==> config.mk <==
export PLATFORM = sky130hd
export DESIGN_NAME = cvxif_offload_scheduler
export DESIGN_NICKNAME = d
export VERILOG_FILES = /design/src/rtl/cvxif_offload_scheduler.sv
export SDC_FILE = /design/constraint.sdc
export NUM_CORES = 1
export LEC_CHECK = 0
export ABC_AREA = 0
export BUFFER_PORTS_ARGS = -buffer_cell sky130_fd_sc_hd__buf_4
export CELL_PAD_IN_SITES_DETAIL_PLACEMENT = 1
export CELL_PAD_IN_SITES_GLOBAL_PLACEMENT = 1
export CORE_ASPECT_RATIO = 2
export CORE_MARGIN = 2
export CORE_UTILIZATION = 48
export DETAILED_ROUTE_END_ITERATION = 7
export PLACE_DENSITY_LB_ADDON = 0.1
export SLEW_MARGIN = 40
export SYNTH_ARGS = -nofsm -noshare
export SYNTH_HDL_FRONTEND = slang
export SYNTH_SLANG_ARGS = --single-unit
==> constraint.sdc <==
create_clock -name clk_i -period 6.9 [get_ports clk_i]
set_clock_uncertainty 0.2 [all_clocks]
set_input_delay 0.345 -clock clk_i [delete_from_list [all_inputs] [get_ports clk_i]]
set_output_delay 0.345 -clock clk_i [all_outputs]
set_load 0.02 [all_outputs]
==> src/rtl/cvxif_offload_scheduler.sv <==
// In-order queue for offloaded CV-X-IF ops: commit/kill resolved per entry, one op at a time on a shared exec unit.
// Issue+commit in cycle 0 -> exec_valid in cycle 2; exec/result channels hold until accepted, issue_ready drops when full.
module cvxif_offload_scheduler #(
    parameter int DEPTH  = 4,
    parameter int ID_W   = 3,
    parameter int DATA_W = 192,
    parameter int XLEN   = 64
) (
    input  logic              clk_i,
    input  logic              rst_i,
    input  logic              issue_valid_i,
    output logic              issue_ready_o,
    input  logic [ID_W-1:0]   issue_id_i,
    input  logic [DATA_W-1:0] issue_data_i,
    input  logic              commit_valid_i,
    input  logic [ID_W-1:0]   commit_id_i,
    input  logic              commit_kill_i,
    output logic              exec_valid_o,
    input  logic              exec_ready_i,
    output logic [ID_W-1:0]   exec_id_o,
    output logic [DATA_W-1:0] exec_data_o,
    input  logic              exec_done_i,
    input  logic [XLEN-1:0]   exec_result_i,
    output logic              result_valid_o,
    input  logic              result_ready_i,
    output logic [ID_W-1:0]   result_id_o,
    output logic [XLEN-1:0]   result_data_o,
    output logic              busy_o
);
    localparam int PTR_W = $clog2(DEPTH);
    localparam int CNT_W = PTR_W + 1;

    typedef enum logic [1:0] {E_EMPTY, E_ISSUED, E_COMMITTED, E_KILLED} ent_st_t;
    typedef enum logic [1:0] {S_IDLE, S_DISPATCH, S_WAIT, S_RESP} fsm_t;

    ent_st_t           r_st   [DEPTH];
    logic [ID_W-1:0]   r_id   [DEPTH];
    logic [DATA_W-1:0] r_data [DEPTH];
    logic [PTR_W-1:0]  r_head;
    logic [PTR_W-1:0]  r_tail;
    logic [CNT_W-1:0]  r_count;
    fsm_t              r_fsm;
    fsm_t              w_fsm_nxt;
    logic [ID_W-1:0]   r_res_id;
    logic [XLEN-1:0]   r_res_data;

    logic    w_push;
    logic    w_pop;
    ent_st_t w_head_st;
    ent_st_t w_commit_st;

    assign issue_ready_o = (r_count < CNT_W'(DEPTH));
    assign w_push        = issue_valid_i & issue_ready_o;
    assign w_head_st     = r_st[r_head];
    assign w_commit_st   = commit_kill_i ? E_KILLED : E_COMMITTED;

    // A killed head retires without touching the exec unit; a served head retires on result handshake.
    assign w_pop = ((r_fsm == S_IDLE) && (w_head_st == E_KILLED)) ||
                   ((r_fsm == S_RESP) && result_ready_i);

    assign exec_id_o     = r_id[r_head];
    assign exec_data_o   = r_data[r_head];
    assign result_id_o   = r_res_id;
    assign result_data_o = r_res_data;

    always_ff @(posedge clk_i) begin
        if (rst_i) begin
            r_fsm <= S_IDLE;
        end else begin
            r_fsm <= w_fsm_nxt;
        end
    end

    always_comb begin
        w_fsm_nxt = r_fsm;
        case (r_fsm)
            S_IDLE:     if (w_head_st == E_COMMITTED) w_fsm_nxt = S_DISPATCH;
            S_DISPATCH: if (exec_ready_i)             w_fsm_nxt = S_WAIT;
            S_WAIT:     if (exec_done_i)              w_fsm_nxt = S_RESP;
            S_RESP:     if (result_ready_i)           w_fsm_nxt = S_IDLE;
            default:                                  w_fsm_nxt = S_IDLE;
        endcase
    end

    always_comb begin
        exec_valid_o   = 1'b0;
        result_valid_o = 1'b0;
        busy_o         = (r_count != '0) || (r_fsm != S_IDLE);
        case (r_fsm)
            S_DISPATCH: exec_valid_o   = 1'b1;
            S_RESP:     result_valid_o = 1'b1;
            default: ;
        endcase
    end

    // Only ISSUED entries can match, so a kill aimed at a head already in flight is dropped.
    always_ff @(posedge clk_i) begin
        if (rst_i) begin
            r_head  <= '0;
            r_tail  <= '0;
            r_count <= '0;
            for (int i = 0; i < DEPTH; i++) begin
                r_st[i] <= E_EMPTY;
            end
        end else begin
            for (int i = 0; i < DEPTH; i++) begin
                if (commit_valid_i && (r_st[i] == E_ISSUED) && (r_id[i] == commit_id_i)) begin
                    r_st[i] <= w_commit_st;
                end
            end
            if (w_pop) begin
                r_st[r_head] <= E_EMPTY;
                r_head       <= r_head + PTR_W'(1);
            end
            if (w_push) begin
                r_st[r_tail] <= (commit_valid_i && (commit_id_i == issue_id_i)) ? w_commit_st : E_ISSUED;
                r_tail       <= r_tail + PTR_W'(1);
            end
            r_count <= r_count + CNT_W'(w_push) - CNT_W'(w_pop);
        end
    end

    always_ff @(posedge clk_i) begin
        if (w_push) begin
            r_id[r_tail]   <= issue_id_i;
            r_data[r_tail] <= issue_data_i;
        end
    end

    always_ff @(posedge clk_i) begin
        if (rst_i) begin
            r_res_id   <= '0;
            r_res_data <= '0;
        end else if ((r_fsm == S_WAIT) && exec_done_i) begin
            r_res_id   <= r_id[r_head];
            r_res_data <= exec_result_i;
        end
    end
endmodule

== Word level (Yosys, flattened, before mapping) ==
Memories as Yosys holds them, arrays and structs flattened. A register that Yosys moved wholly into a read port is not among the register bits.
Index checks and enable logic that the tools add are counted.
Storage, ports and cells
  register bits: 76
  RAM bits: 788
  logic and storage cells: 95
  memories kept: 3
Memory list
  r_data: words 4, bits a word 192, rd ports 1, clocked after Yosys merged registers in 1, wr ports 1, line 38  | logic [DATA_W-1:0] r_data [DEPTH];
  r_id: words 4, bits a word 3, rd ports 5, clocked after Yosys merged registers in 1, wr ports 1, line 37  | logic [ID_W-1:0] r_id [DEPTH];
  r_st: words 4, bits a word 2, rd ports 5, clocked after Yosys merged registers in 1, wr ports 6, line 36  | ent_st_t r_st [DEPTH];
Cells by class
  add/sub/neg operators: 4
  $lt $le $gt $ge: 1
  eq/ne operators: 18
  multiplexer cells: 40
  bitwise operators: 5
  reductions and logical operators: 18
Operators with widths (number)
  2-bit 2-to-1 mux: 15
  1-bit 2-to-1 mux: 24
  3-bit equality test: 5
  1-bit logical AND: 12
  2-bit by 1-bit equality test with 1-bit output, second input constant: 5
  2-bit equality test, second input constant: 4
  2-bit one-hot mux with 4 select lines: 1
  2-bit inequality test, second input constant: 3
  2-bit by 1-bit adder with 2-bit output, second input constant: 2
  1-bit OR: 4
  4-bit AND reduction: 1
  3-bit by 1-bit adder with 3-bit output: 1
  3-bit < comparator, second input constant: 1
  3-bit nonzero test: 1
  3-bit by 1-bit subtractor with 3-bit output: 1
  2-bit logical NOT: 1
  1-bit logical OR: 2
  2-bit by 1-bit inequality test with 1-bit output, second input constant: 1
  2-bit nonzero test: 1
  1-bit AND: 1

== Longest topological paths before layout ==
Gate-level depths: netlist (run 1).
An unclocked memory read counts as a cell.
  word-level depth: 8
  mapped depth: 10
  gate-level depth less buffers: 10

== Worst setup path after synthesis (run 1) ==
No wires, ideal clock.
  kind: input -> register
  start: input port issue_valid_i
  end: memory r_data[0][0], enable pin
  arrival: 5.197 ns
  required time: 6.122 ns
  path slack: 0.924 ns
  cell stages on the path: 3
  buffers on the path: 1
  path through: nor2b_1 clkbuf_1 and2_1
On the way
  cells in the longest elaborated chain, start to end: 3
RTL lines
  from (decl): line 11  | input logic issue_valid_i,
  1-bit AND: line 53  | assign w_push = issue_valid_i & issue_ready_o;
  1-bit 2-to-1 mux: line 124  | if (w_push) begin
  1-bit 2-to-1 mux (implied by the code): line 126  | r_data[r_tail] <= issue_data_i;
  to (decl): line 38
No other way between the ends.

==> impl_results.rst, run 1 <==
.. list-table::
   :header-rows: 1

   * - Metric
     - Value
   * - Kind of cell with the highest combined delay on the critical path
     - buffers and inverters
   * - Worst-case reg-to-reg path depth
     - 9
   * - Number of primary I/O pins
     - 536
   * - Num CTS Buffers
     - 74
   * - Top post-synthesis cells by area
     - sky130_fd_sc_hd__edfxtp_1 (75%), sky130_fd_sc_hd__mux4_2 (14%), sky130_fd_sc_hd__dfxtp_1 (4.9%), sky130_fd_sc_hd__nand2_1 (1.7%), sky130_fd_sc_hd__a21oi_1 (1.2%)
   * - Max_slew headroom
     - 40.02%
   * - Most common cell after layout, fill and taps aside
     - sky130_fd_sc_hd__edfxtp_1
   * - Row count
     - 133
   * - Number of routed nets with antenna violations
     - 0
   * - Leakage dissipation
     - 14.55 nW
   * - Crit Path Max Fanout
     - 47
   * - Max-cap violations
     - 0
   * - Clock-pin transition on the worst setup and hold timing paths
     - 0.06 ns
   * - Post-layout nets
     - 2594
   * - Routed length on met2
     - 44.08 mm
   * - Most frequently used flop master after synthesis
     - sky130_fd_sc_hd__edfxtp_1
   * - Yosys cell types
     - 39
   * - Total area of multi-input combinational cells
     - 6170 µm²
   * - Max Freq
     - 255.2 MHz
   * - Count of routing violations after the opening detailed-route iteration
     - 851
   * - Async set-reset flop share out of synthesis
     - 0%
   * - Fraction of final layout cells sized beyond drive strength 1
     - 36.91%
   * - Overall die area
     - 68340 µm²
   * - Sum of routed wire length over all layers
     - 83.69 mm
   * - Post-CTS sizing
     - 0
   * - # port buffers
     - 535
   * - Buffer cell driving the clock tree root
     - sky130_fd_sc_hd__clkbuf_16
   * - Flops & latches, synth
     - 866
   * - Number of enable-type register cells in the synthesized netlist
     - 788
   * - Final Wtd Congestion
     - 0.7352
   * - Reg area
     - 25230 µm²
   * - Final worst-path cycle share
     - 56.79%
   * - Util after Layout
     - 64.34%
   * - Number of vias per cell
     - 5.372
   * - Post-synthesis to final-layout area growth
     - 32.88%
   * - Met3 wire len
     - 6.901 mm
   * - Die boundary width
     - 185.9 µm
   * - DP Wirelength
     - 50.71 mm
   * - Transition time at the pin with the least slew margin
     - 0.8915 ns
   * - Dominant cell type by area after synthesis
     - sky130_fd_sc_hd__edfxtp_1
   * - Required time reported for the critical path endpoint
     - 6.36 ns
   * - Detail-routed net length per standard cell
     - 25.73 µm
   * - Clock H-tree levels
     - 3
   * - Overall fraction of global-route tracks in use
     - 24.56%
   * - Final-layout setup total negative slack
     - 0 ns
   * - Wire length of the first global-routing pass
     - 123.0 mm
   * - Total of warnings raised by yosys
     - 0
   * - Core region area
     - 65570 µm²
   * - Critical-path cell with the highest stage delay
     - sky130_fd_sc_hd__dfxtp_4
   * - Setup-failing EPs final
     - 0
   * - Area share of the largest cell type after synthesis
     - 74.54%
   * - Max Buffers Root-to-Sink
     - 3
   * - Top Layer Used
     - met5
   * - Overall via count from detail_route
     - 17480
   * - Pwr per Cell Area
     - 328.3 nW/µm²
   * - Largest incremental delay on the critical path
     - 0.68 ns
   * - Antenna violations before repair
     - 14
   * - Vias in the first global route
     - 19730
   * - Total routed wire length on the met1 layer
     - 29.93 mm
   * - Unrepaired setup endpoints after global routing
     - false
   * - WP buf/inv
     - 3
   * - Number of sinks on the clock net
     - 866
   * - Mapped Cells
     - 1473
   * - Class of the most critical hold timing path
     - in -> reg
   * - Depth of the critical timing path with buffers and inverters included
     - 4
   * - Most frequent cells in the layout
     - sky130_fd_sc_hd__edfxtp_1 (788), sky130_fd_sc_hd__buf_4 (540), sky130_fd_sc_hd__dlygate4sd3_1 (274), sky130_fd_sc_hd__mux4_2 (197), sky130_fd_sc_hd__nand2_1 (147)
   * - Drt first pass iters
     - 6
   * - Clock tree from TritonCTS
     - built
   * - Effective utilization at floorplan
     - 48.42%
   * - Count of filler cells inserted in the layout
     - 5619
   * - Syn_nets
     - 1759
   * - Hold Violations, Final
     - 0
   * - Post-synth design cell area
     - 31750 µm²
   * - Maximum resistive drop on vdd
     - 0.2809 mV
   * - Register area share after synthesis
     - 79.45%
   * - Die span in y
     - 367.7 µm
   * - Crit. End Element
     - output port
   * - Crit path DAT
     - 3.37 ns
   * - Syn avg cell area
     - 21.55 µm²
   * - Pin count of the biggest net entering global routing
     - 126
   * - Total congestion overflow
     - 0
   * - Final Slew Violations
     - 0
   * - Critical path class
     - reg -> out
   * - Cells traversed along the worst timing path
     - buf_6, buf_6, mux4_2, buf_4
   * - Run status
     - complete, no violations
   * - Launching element type of the critical path
     - flip-flop
   * - Number of cells traversed by the worst hold path
     - 4
   * - Clock period minus worst slack
     - 3.919 ns
   * - Cell occurring most often along the worst timing path
     - sky130_fd_sc_hd__buf_6
   * - Remaining DRCs
     - 0
   * - Clk Latency, worst-skew pair
     - 0.63 ns
registers in the layout, indices dropped and copies added, names as in the netlist, named ones only:
signal / cells
r_st: 8
r_tail: 2
r_head: 2
result_data_o: 64
r_id: 12
r_fsm: 2
r_count: 3
r_data: 768
result_id_o: 3
where the power goes:
part	total, W	leakage, nW	switching (W)	internal, W
combinational	0.00310	5.49	0.00174	0.00137
sequential	0.00641	7.86	0.000161	0.00625
clock	0.00434	1.21	0.00188	0.00246
path summary, 6_finish.rpt:
kind,to,slack [ns],startpoint
setup / recovery,exec_data_o[81],2.98,flip-flop
hold / removal,r_fsm[1],0.08,exec_done_i
setup reg to reg,r_count[2],3.36,flip-flop
hold reg to reg,result_data_o[55],0.26,result_data_o[55]
logic make-up (layout without fill, tap and decap cells):
group | after synthesis | after routing | synth area share (%)
adder cells (fa/ha/maj) | 16 | 16 | 0.6542
XOR/XNOR | 19 | 19 | 0.5242
buffers and inverters | 89 | 984 | 1.147
multiplexers | 198 | 198 | 14.01
AND/OR/NAND/NOR | 193 | 193 | 2.574
AO/OA/AOI/OAI | 92 | 92 | 1.640
flip-flops | 866 | 866 | 79.45
other | 0 | 8 | 0
routing by layer:
| metal | track usage (%) | up-vias |
|---|---|---|
| li1 | - | 7629 |
| met1 | 27.59 | 9044 |
| met2 | 43.32 | 652 |
| met3 | 8.042 | 142 |
| met4 | 8.692 | 8 |
| met5 | 0 | - |
worst min-delay path, stage by stage:
cell                       delay, ns
sky130_fd_sc_hd__buf_4          0.13
sky130_fd_sc_hd__nor2b_1        0.14
sky130_fd_sc_hd__or4_1          0.15
sky130_fd_sc_hd__o211ai_1       0.08
synth_stat cells, types with 2 or more instances:
| library cell | n |
|---|---|
| sky130_fd_sc_hd__nor2_1 | 12 |
| sky130_fd_sc_hd__edfxtp_1 | 788 |
| sky130_fd_sc_hd__a31o_2 | 2 |
| sky130_fd_sc_hd__nand4_1 | 2 |
| sky130_fd_sc_hd__mux4_2 | 197 |
| sky130_fd_sc_hd__nand3b_1 | 3 |
| sky130_fd_sc_hd__o211ai_1 | 2 |
| sky130_fd_sc_hd__o2111ai_1 | 2 |
| sky130_fd_sc_hd__nor2b_1 | 9 |
| sky130_fd_sc_hd__inv_1 | 17 |
| sky130_fd_sc_hd__clkbuf_1 | 37 |
| sky130_fd_sc_hd__and2_1 | 4 |
| sky130_fd_sc_hd__nand2_1 | 148 |
| sky130_fd_sc_hd__nor4_1 | 3 |
| sky130_fd_sc_hd__xnor2_1 | 10 |
| sky130_fd_sc_hd__ha_1 | 15 |
| sky130_fd_sc_hd__a21oi_1 | 76 |
| sky130_fd_sc_hd__dfxtp_1 | 78 |
| sky130_fd_sc_hd__or4_1 | 3 |
| sky130_fd_sc_hd__xor2_1 | 9 |
| sky130_fd_sc_hd__o21ai_0 | 3 |
| sky130_fd_sc_hd__o22a_1 | 2 |
| sky130_fd_sc_hd__nand2b_1 | 3 |
| sky130_fd_sc_hd__buf_1 | 16 |
| sky130_fd_sc_hd__buf_2 | 18 |
layout make-up:
type	count	area share [%]
repair buffers	831	16.83
inverters	17	0.1809
clock inverters	40	1.216
diodes	8	0.04746
well taps	877	2.601
flip-flops and latches	866	59.81
clock buffers	96	4.686
multi-input cells	518	14.63
timing repair:
| action | CTS | global route |
|---|---|---|
| hold buffers | 274 | 0 |
| endpoints found under the hold margin | 856 | 0 |
| buffers inserted | 0 | 0 |
stage by stage:
step	setup WS, ns	cell area, µm²	hold slack [ns]	total power (W)	std cells
floorplan	0.9244	31750	0.2439	0.008249	1473
CTS	2.530	42130	0.02592	0.01396	3244
global placement	2.968	36750	0.2437	0.009409	2828
finish	2.981	42180	0.08039	0.01385	3253
detailed placement	3.224	36900	0.2497	0.009490	2834
global route	2.667	42180	0.08937	0.01435	3253
No activity file was read; power rests on OpenSTA's default activity.
==> run 2: changes to the inputs <==
--- a/config.mk
+++ b/config.mk
@@ -11,7 +11,7 @@
 export CELL_PAD_IN_SITES_GLOBAL_PLACEMENT = 1
 export CORE_ASPECT_RATIO = 2
 export CORE_MARGIN = 2
-export CORE_UTILIZATION = 48
+export CORE_UTILIZATION = 43
 export DETAILED_ROUTE_END_ITERATION = 7
 export PLACE_DENSITY_LB_ADDON = 0.1
 export SLEW_MARGIN = 40
==> constraint.sdc (replaced) <==
create_clock -name clk_i -period 3.44 [get_ports clk_i]
set_clock_uncertainty 0.2 [all_clocks]
set_input_delay 0.172 -clock clk_i [delete_from_list [all_inputs] [get_ports clk_i]]
set_output_delay 0.172 -clock clk_i [all_outputs]
set_load 0.02 [all_outputs]
==> run 2 against run 1 <==
Against the previous run:
- combinational power increased by 110%
- clock power grew 93%
- count of clock-buffer cells in the layout up 5
- register-to-register slack lost 2.8 ns
- global-route usage fell by 3.2 points
- core utilization down 6.0 points
- via count fell by 0.26%
- sequential share of layout area down 1.1 points
- design area up 1.8%
==> impl_results.rst, run 2 (synthesized netlist as in run 1, its figures left out) <==
.. list-table::
   :header-rows: 1

   * - Metric
     - Value
   * - Final Wtd Congestion
     - 0.7448 (was 0.7352)
   * - Post-synthesis to final-layout area growth
     - 35.28% (was 32.88%)
   * - Number of vias per cell
     - 5.157 (was 5.372)
   * - Flop2flop setup slack
     - 0.56 ns (was 3.36 ns)
   * - Class of the most critical hold timing path
     - in -> reg (unchanged)
   * - Reg2reg end
     - r_count[2] (unchanged)
   * - Reg area
     - 25230 µm² (about the same)
   * - Max-cap violations
     - 0 (unchanged)
   * - Cell area after layout
     - 42950 µm² (was 42180 µm²)
   * - Launching element type of the critical path
     - flip-flop (unchanged)
   * - Clk Latency, worst-skew pair
     - 0.65 ns (was 0.63 ns)
   * - Sum of routed wire length over all layers
     - 79.87 mm (was 83.69 mm)
   * - Clock H-tree levels
     - 3 (unchanged)
   * - Crit Path Max Fanout
     - 55 (was 47)
   * - Row count
     - 141 (was 133)
   * - Number of primary I/O pins
     - 536 (unchanged)
   * - Dpl cells
     - 2895 (was 2834)
   * - Critical path class
     - reg -> out (unchanged)
   * - Max_slew headroom
     - 43.85% (was 40.02%)
   * - Setup-failing EPs final
     - 0 (unchanged)
   * - Biggest register
     - r_data (unchanged)
   * - Transition time at the pin with the least slew margin
     - 0.8423 ns (was 0.8915 ns)
   * - Required time reported for the critical path endpoint
     - 3.07 ns (was 6.36 ns)
   * - Overall die area
     - 76150 µm² (was 68340 µm²)
   * - Post-CTS sizing
     - 0 (unchanged)
   * - Buffer cell driving the clock tree root
     - sky130_fd_sc_hd__clkbuf_16 (unchanged)
   * - Pin count of the biggest net entering global routing
     - 117 (was 126)
   * - Hold Violations, Final
     - 0 (unchanged)
   * - Unrepaired setup endpoints after global routing
     - false (unchanged)
   * - Number of routed nets with antenna violations
     - 0 (unchanged)
   * - Leakage dissipation
     - 14.97 nW (was 14.55 nW)
   * - Effective utilization at floorplan
     - 43.15% (was 48.42%)
   * - Num CTS Buffers
     - 77 (was 74)
   * - Max Freq
     - 328.4 MHz
   * - Remaining DRCs
     - 0 (unchanged)
   * - Count of routing violations after the opening detailed-route iteration
     - 665 (was 851)
   * - DP Wirelength
     - 49.54 mm (was 50.71 mm)
   * - Launch point of the worst hold path
     - issue_data_i[28] (was exec_done_i)
   * - Wire length of the first global-routing pass
     - 121.9 mm (was 123.0 mm)
   * - Most common cell after layout, fill and taps aside
     - sky130_fd_sc_hd__edfxtp_1 (unchanged)
   * - Number of cells traversed by the worst hold path
     - 2 (was 4)
   * - Flip-flop count of the largest register, all copies and words added
     - 768 (unchanged)
   * - Final standard cell count with taps included and fillers excluded
     - 3380 (was 3253)
   * - Overall via count from detail_route
     - 17430 (was 17480)
   * - Clock tree from TritonCTS
     - built (unchanged)
   * - Endpoint of the worst hold path
     - r_data[3][28] (was r_fsm[1])
   * - Final Slew Violations
     - 0 (unchanged)
   * - Detail-routed net length per standard cell
     - 23.63 µm (was 25.73 µm)
   * - Antenna violations before repair
     - 11 (was 14)
   * - Worst-case reg-to-reg path depth
     - 9 (unchanged)
   * - Util after Layout
     - 58.38% (was 64.34%)
   * - Run status
     - complete, no violations (unchanged)
   * - Max Buffers Root-to-Sink
     - 3 (unchanged)
   * - Overall fraction of global-route tracks in use
     - 21.41% (was 24.56%)
   * - Die span in y
     - 388.3 µm (was 367.7 µm)
   * - Die boundary width
     - 196.1 µm (was 185.9 µm)
   * - Number of sinks on the clock net
     - 866 (unchanged)
   * - Final-layout setup total negative slack
     - 0 ns (unchanged)
   * - # port buffers
     - 535 (unchanged)
   * - Crit. End Element
     - output port (unchanged)
   * - Fraction of final layout cells sized beyond drive strength 1
     - 36.32% (was 36.91%)
   * - Overall power
     - 0.02757 W (was 0.01385 W)
   * - Pwr per Cell Area
     - 641.9 nW/µm² (was 328.3 nW/µm²)
   * - Crit path DAT
     - 2.67 ns (was 3.37 ns)
   * - Count of filler cells inserted in the layout
     - 6517 (was 5619)
   * - Clock period minus worst slack
     - 3.045 ns
   * - Maximum resistive drop on vdd
     - 0.5101 mV (was 0.2809 mV)
   * - Vias in the first global route
     - 19850 (was 19730)
   * - Post-layout nets
     - 2665 (was 2594)
   * - Post-placement cell area
     - 37140 µm² (was 36900 µm²)
   * - Total area of multi-input combinational cells
     - 6185 µm² (was 6170 µm²)
   * - Final worst-path cycle share
     - 88.53%
   * - Core region area
     - 73570 µm² (was 65570 µm²)
   * - Drt first pass iters
     - 5 (was 6)
   * - Post-CTS Setup Bufs
     - 0 (unchanged)
   * - Total congestion overflow
     - 0 (unchanged)
   * - Clock-pin transition on the worst setup and hold timing paths
     - 0.06 ns (about the same)
   * - Most frequent cells in the layout
     - sky130_fd_sc_hd__edfxtp_1 (788), sky130_fd_sc_hd__buf_4 (547), sky130_fd_sc_hd__dlygate4sd3_1 (334), sky130_fd_sc_hd__mux4_2 (197), sky130_fd_sc_hd__nand2_1 (146) (was sky130_fd_sc_hd__edfxtp_1 (788), sky130_fd_sc_hd__buf_4 (540), sky130_fd_sc_hd__dlygate4sd3_1 (274), sky130_fd_sc_hd__mux4_2 (197), sky130_fd_sc_hd__nand2_1 (147))
## run 2: cell type report
| cell class | count | share of cell area (%) |
|---|---|---|
| sequential | 866 | 58.75 |
| timing repair buffer | 899 | 18.26 |
| multi-input combinational | 518 | 14.40 |
| clock buffer | 101 | 4.944 |
| tap | 929 | 2.707 |
| clock inverter | 41 | 0.7284 |
| inverter | 17 | 0.1573 |
| antenna | 9 | 0.05244 |
## run 2: layer usage
layer	GRT usage, %	part of all wire [%]	vias up
met3	6.342	7.9	124
li1	-	-	7772
met5	0	0.039	-
met1	25.04	38	8931
met4	8.967	3.4	4
met2	36.73	51	599
## run 2: what timing repair did
item,CTS,global route
hold buffers,334,0
endpoints found under the hold margin,874,0
setup endpoints to repair,0,0
## run 2: worst max path at each step
stage,startpoint,to,slack [ns],cells after the start
3_5_place_dp,flip-flop,r_count[2],0.55,9
3_3_place_gp,flip-flop,r_count[2],0.58,9
6_report,flip-flop,exec_data_o[88],0.39,4
4_1_cts,flip-flop,exec_data_o[26],0.25,4
5_1_grt,flip-flop,exec_data_o[88],0.20,4
2_1_floorplan,r_count[2],r_st[3][0],-1.22,5
## run 2: through the flow
| stage | hold slack, ns | worst slack [ns] |
|---|---|---|
| 3_5_place_dp | 0.1749 | 0.5484 |
| 3_3_place_gp | 0.1703 | 0.5820 |
| 4_1_cts | 0.003896 | 0.2537 |
| 6_report | 0.06658 | 0.3946 |
| 2_1_floorplan | 0.07087 | -1.221 |
| 5_1_grt | 0.04402 | 0.1959 |
## run 2: power breakdown
group	total, W	switching (W)	internal [W]
combinational	0.00642	0.00353	0.00289
clock	0.00837	0.00376	0.00461
sequential	0.0128	0.000255	0.0125
total	0.0276	0.00754	0.0200
## run 2: critical path, cell delays in order, from the launching register on
cell                      delay (ns)
sky130_fd_sc_hd__dfxtp_4        0.40
sky130_fd_sc_hd__buf_12         0.32
sky130_fd_sc_hd__buf_16         0.39
sky130_fd_sc_hd__mux4_2         0.62
sky130_fd_sc_hd__buf_4          0.19
==> run 3: changes to the inputs <==
--- a/config.mk
+++ b/config.mk
@@ -13,7 +13,7 @@
 export CORE_MARGIN = 2
 export CORE_UTILIZATION = 43
 export DETAILED_ROUTE_END_ITERATION = 7
-export PLACE_DENSITY_LB_ADDON = 0.1
+export PLACE_DENSITY = 0.77
 export SLEW_MARGIN = 40
 export SYNTH_ARGS = -nofsm -noshare
 export SYNTH_HDL_FRONTEND = slang
==> run 3 against run 2 <==
Against the previous run:
- sequential cell count did not move
- combinational power grew 0.9%
- sequential share of layout area is 0.55 points higher
- first-iteration DRC count rose by 30%
- via count rose by 2.9%
- clock power about the same
- critical path depth up 2
- largest cell class unchanged
- fmax fell by 7.3%
- routed wire length increased by 11%
- final cell count is 1.2% lower
==> impl_results.rst, run 3 (synthesized netlist as in run 1, its figures left out) <==
.. list-table::
   :header-rows: 1

   * - Metric
     - Value
   * - Wire length of the first global-routing pass
     - 131.8 mm (was 121.9 mm)
   * - Buffer cell driving the clock tree root
     - sky130_fd_sc_hd__clkbuf_16 (unchanged)
   * - Post-synthesis to final-layout area growth
     - 34.03% (was 35.28%)
   * - GR Util met2
     - 42.40% (was 36.73%)
   * - Post-CTS Setup Bufs
     - 0 (unchanged)
   * - Post-layout nets
     - 2629 (was 2665)
   * - Clock H-tree levels
     - 3 (unchanged)
   * - Hold Violations, Final
     - 0 (unchanged)
   * - Die boundary width
     - 196.1 µm (unchanged)
   * - Total congestion overflow
     - 0 (unchanged)
   * - Pwr per Cell Area
     - 651.6 nW/µm² (was 641.9 nW/µm²)
   * - GR Layer Usage met1
     - 25.70% (was 25.04%)
   * - Flip-flop count of the largest register, all copies and words added
     - 768 (unchanged)
   * - Most common cell after layout, fill and taps aside
     - sky130_fd_sc_hd__edfxtp_1 (unchanged)
   * - Transition time at the pin with the least slew margin
     - 0.8594 ns (was 0.8423 ns)
   * - Max_slew headroom
     - 42.18% (was 43.85%)
   * - DP Wirelength
     - 52.28 mm (was 49.54 mm)
   * - Part of the power in registers
     - 46.4% (about the same)
   * - Maximum resistive drop on vdd
     - 0.5748 mV (was 0.5101 mV)
   * - Crit Path Max Fanout
     - 11 (was 55)
   * - Crit path DAT
     - 3.66 ns (was 2.67 ns)
   * - Logic pwr share
     - 23.4% (was 23.3%)
   * - Number of routed nets with antenna violations
     - 0 (unchanged)
   * - Class of the most critical hold timing path
     - in -> reg (unchanged)
   * - Overall fraction of global-route tracks in use
     - 23.45% (was 21.41%)
   * - # port buffers
     - 535 (unchanged)
   * - Hold Slack
     - 0.06800 ns (was 0.06658 ns)
   * - Clock period minus worst slack
     - 3.284 ns (was 3.045 ns)
   * - Pin count of the biggest net entering global routing
     - 117 (unchanged)
   * - Final standard cell count with taps included and fillers excluded
     - 3338 (was 3380)
   * - Number of sinks on the clock net
     - 866 (unchanged)
   * - Dpl ws
     - 0.4663 ns (was 0.5484 ns)
   * - Remaining DRCs
     - 0 (unchanged)
   * - Sum of routed wire length over all layers
     - 88.65 mm (was 79.87 mm)
   * - Clock tree from TritonCTS
     - built (unchanged)
   * - Launching element type of the critical path
     - flip-flop (unchanged)
   * - Antenna violations before repair
     - 12 (was 11)
   * - Number of cells traversed by the worst hold path
     - 5 (was 2)
   * - Number of vias per cell
     - 5.373 (was 5.157)
   * - Overall die area
     - 76150 µm² (unchanged)
   * - Run status
     - complete, no violations (unchanged)
   * - Num CTS Buffers
     - 74 (was 77)
   * - Net switching component of the power
     - 0.007770 W (was 0.007538 W)
   * - Most frequent cells in the layout
     - sky130_fd_sc_hd__edfxtp_1 (788), sky130_fd_sc_hd__buf_4 (548), sky130_fd_sc_hd__dlygate4sd3_1 (296), sky130_fd_sc_hd__mux4_2 (197), sky130_fd_sc_hd__nand2_1 (146) (was sky130_fd_sc_hd__edfxtp_1 (788), sky130_fd_sc_hd__buf_4 (547), sky130_fd_sc_hd__dlygate4sd3_1 (334), sky130_fd_sc_hd__mux4_2 (197), sky130_fd_sc_hd__nand2_1 (146))
   * - Crit. End Element
     - flip-flop (was output port)
   * - Final Slew Violations
     - 0 (unchanged)
   * - Fraction of final layout cells sized beyond drive strength 1
     - 36.98% (was 36.32%)
   * - Final WS setup
     - 0.1561 ns (was 0.3946 ns)
   * - Dpl cells
     - 2899 (was 2895)
   * - Setup-failing EPs final
     - 0 (unchanged)
   * - Count of routing violations after the opening detailed-route iteration
     - 865 (was 665)
   * - Effective utilization at floorplan
     - 43.15% (unchanged)
   * - Clock-pin transition on the worst setup and hold timing paths
     - 0.07 ns (was 0.06 ns)
   * - Max-cap violations
     - 0 (unchanged)
   * - Endpoint of the worst hold path
     - r_st[3][1] (was r_data[3][28])
   * - Flop2flop setup slack
     - 0.16 ns (was 0.56 ns)
   * - Required time reported for the critical path endpoint
     - 3.82 ns (was 3.07 ns)
   * - Clock power share
     - 30.3% (was 30.4%)
   * - Row count
     - 141 (unchanged)
   * - Max Freq
     - 304.5 MHz (was 328.4 MHz)
   * - Met3 GRT Util
     - 5.405% (was 6.342%)
   * - Unrepaired setup endpoints after global routing
     - false (unchanged)
   * - Internal cell power
     - 0.01996 W (was 0.02003 W)
   * - Leakage dissipation
     - 14.73 nW (was 14.97 nW)
   * - Number of primary I/O pins
     - 536 (unchanged)
   * - Die span in y
     - 388.3 µm (unchanged)
   * - Detail-routed net length per standard cell
     - 26.56 µm (was 23.63 µm)
   * - Overall via count from detail_route
     - 17930 (was 17430)
   * - Critical path class
     - reg -> reg (was reg -> out)
   * - Launch point of the worst hold path
     - commit_id_i[0] (was issue_data_i[28])
   * - Fraction of power spent switching nets
     - 28.03% (was 27.34%)
   * - Max Buffers Root-to-Sink
     - 3 (unchanged)
   * - Final Wtd Congestion
     - 0.8074 (was 0.7448)
   * - GR peak layer
     - met2 (unchanged)
   * - Worst-case reg-to-reg path depth
     - 6 (was 9)
   * - Final worst-path cycle share
     - 95.46% (was 88.53%)
   * - Biggest register
     - r_data (unchanged)
   * - Reg2reg end
     - r_fsm[1] (was r_count[2])
   * - Drt first pass iters
     - 5 (unchanged)
   * - Vias in the first global route
     - 20400 (was 19850)
   * - Core region area
     - 73570 µm² (unchanged)
   * - Clk Latency, worst-skew pair
     - 0.63 ns (was 0.65 ns)
## run 3: changes by cell type in the layout (fill, tap and decap cells not counted), sizes merged
cell / delta
dlygate4sd3: -38
clkinvlp: -7
buf: +5
clkbuf: -4
bufinv: +3
clkinv: -2
inv: +2
diode: -1
## run 3: worst max path at each step
stage,to,slack [ns],cells past startpoint
6_report,r_fsm[1],0.16,6
5_1_grt,r_fsm[1],0.03,6
4_1_cts,exec_data_o[153],0.09,4
3_5_place_dp,r_count[1],0.47,8
3_3_place_gp,r_count[2],0.39,9
2_1_floorplan,r_st[3][0],-1.22,5
## run 3: per-layer routing
layer	vias up	wire (µm)	share of wire, %
met2	738	47550	54
met5	-	51	0.058
li1	7683	-	-
met3	200	5598	6.3
met4	8	4200	4.7
met1	9305	31250	35
## run 3: per-stage QoR
stage	area, µm²	setup TNS [ns]	utilization (%)	power (W)
finish	42550	0	57.84	0.02773
global route	42550	0	57.84	0.02866
CTS	42490	0	57.76	0.02784
detailed placement	37130	0	50.47	0.01915
global placement	37110	0	50.44	0.01895
floorplan	31770	-267.75	-	0.01645
## run 3: layout make-up
class                      count  area, µm²
antenna                        8      20.02
inverter                      17      67.56
tap                          929       1162
clock buffer                  97       1978
sequential                   866      25230
clock inverter                37      414.1
fill                        6389      31020
timing repair buffer         866       7490
multi-input combinational    518       6186
## run 3: critical path, cell delays in order, from the launching register on
cell and delay, ns:
sky130_fd_sc_hd__dfxtp_4 0.49, sky130_fd_sc_hd__mux4_2 0.60, sky130_fd_sc_hd__nand2b_1 0.21, sky130_fd_sc_hd__or4_1 0.50, sky130_fd_sc_hd__dlygate4sd3_1 0.58, sky130_fd_sc_hd__o211ai_1 0.09, sky130_fd_sc_hd__dlygate4sd3_1 0.56
## run 3: power by group through the flow
stage | Combinational, W | Clock (W) | Sequential (W)
2_1_floorplan | 0.00337 | 0 | 0.0131
3_3_place_gp | 0.00600 | 0 | 0.0130
3_5_place_dp | 0.00611 | 0 | 0.0130
4_1_cts | 0.00649 | 0.00853 | 0.0128
5_1_grt | 0.00684 | 0.00889 | 0.0129
6_report | 0.00648 | 0.00839 | 0.0129
## run 3: repair_timing
| action | in CTS | in global routing |
|---|---|---|
| endpoints found under the setup margin | 54 | 0 |
| gates resized for setup | 3 | 0 |
| hold buffers | 296 | 0 |
| endpoints found under the hold margin | 869 | 0 |
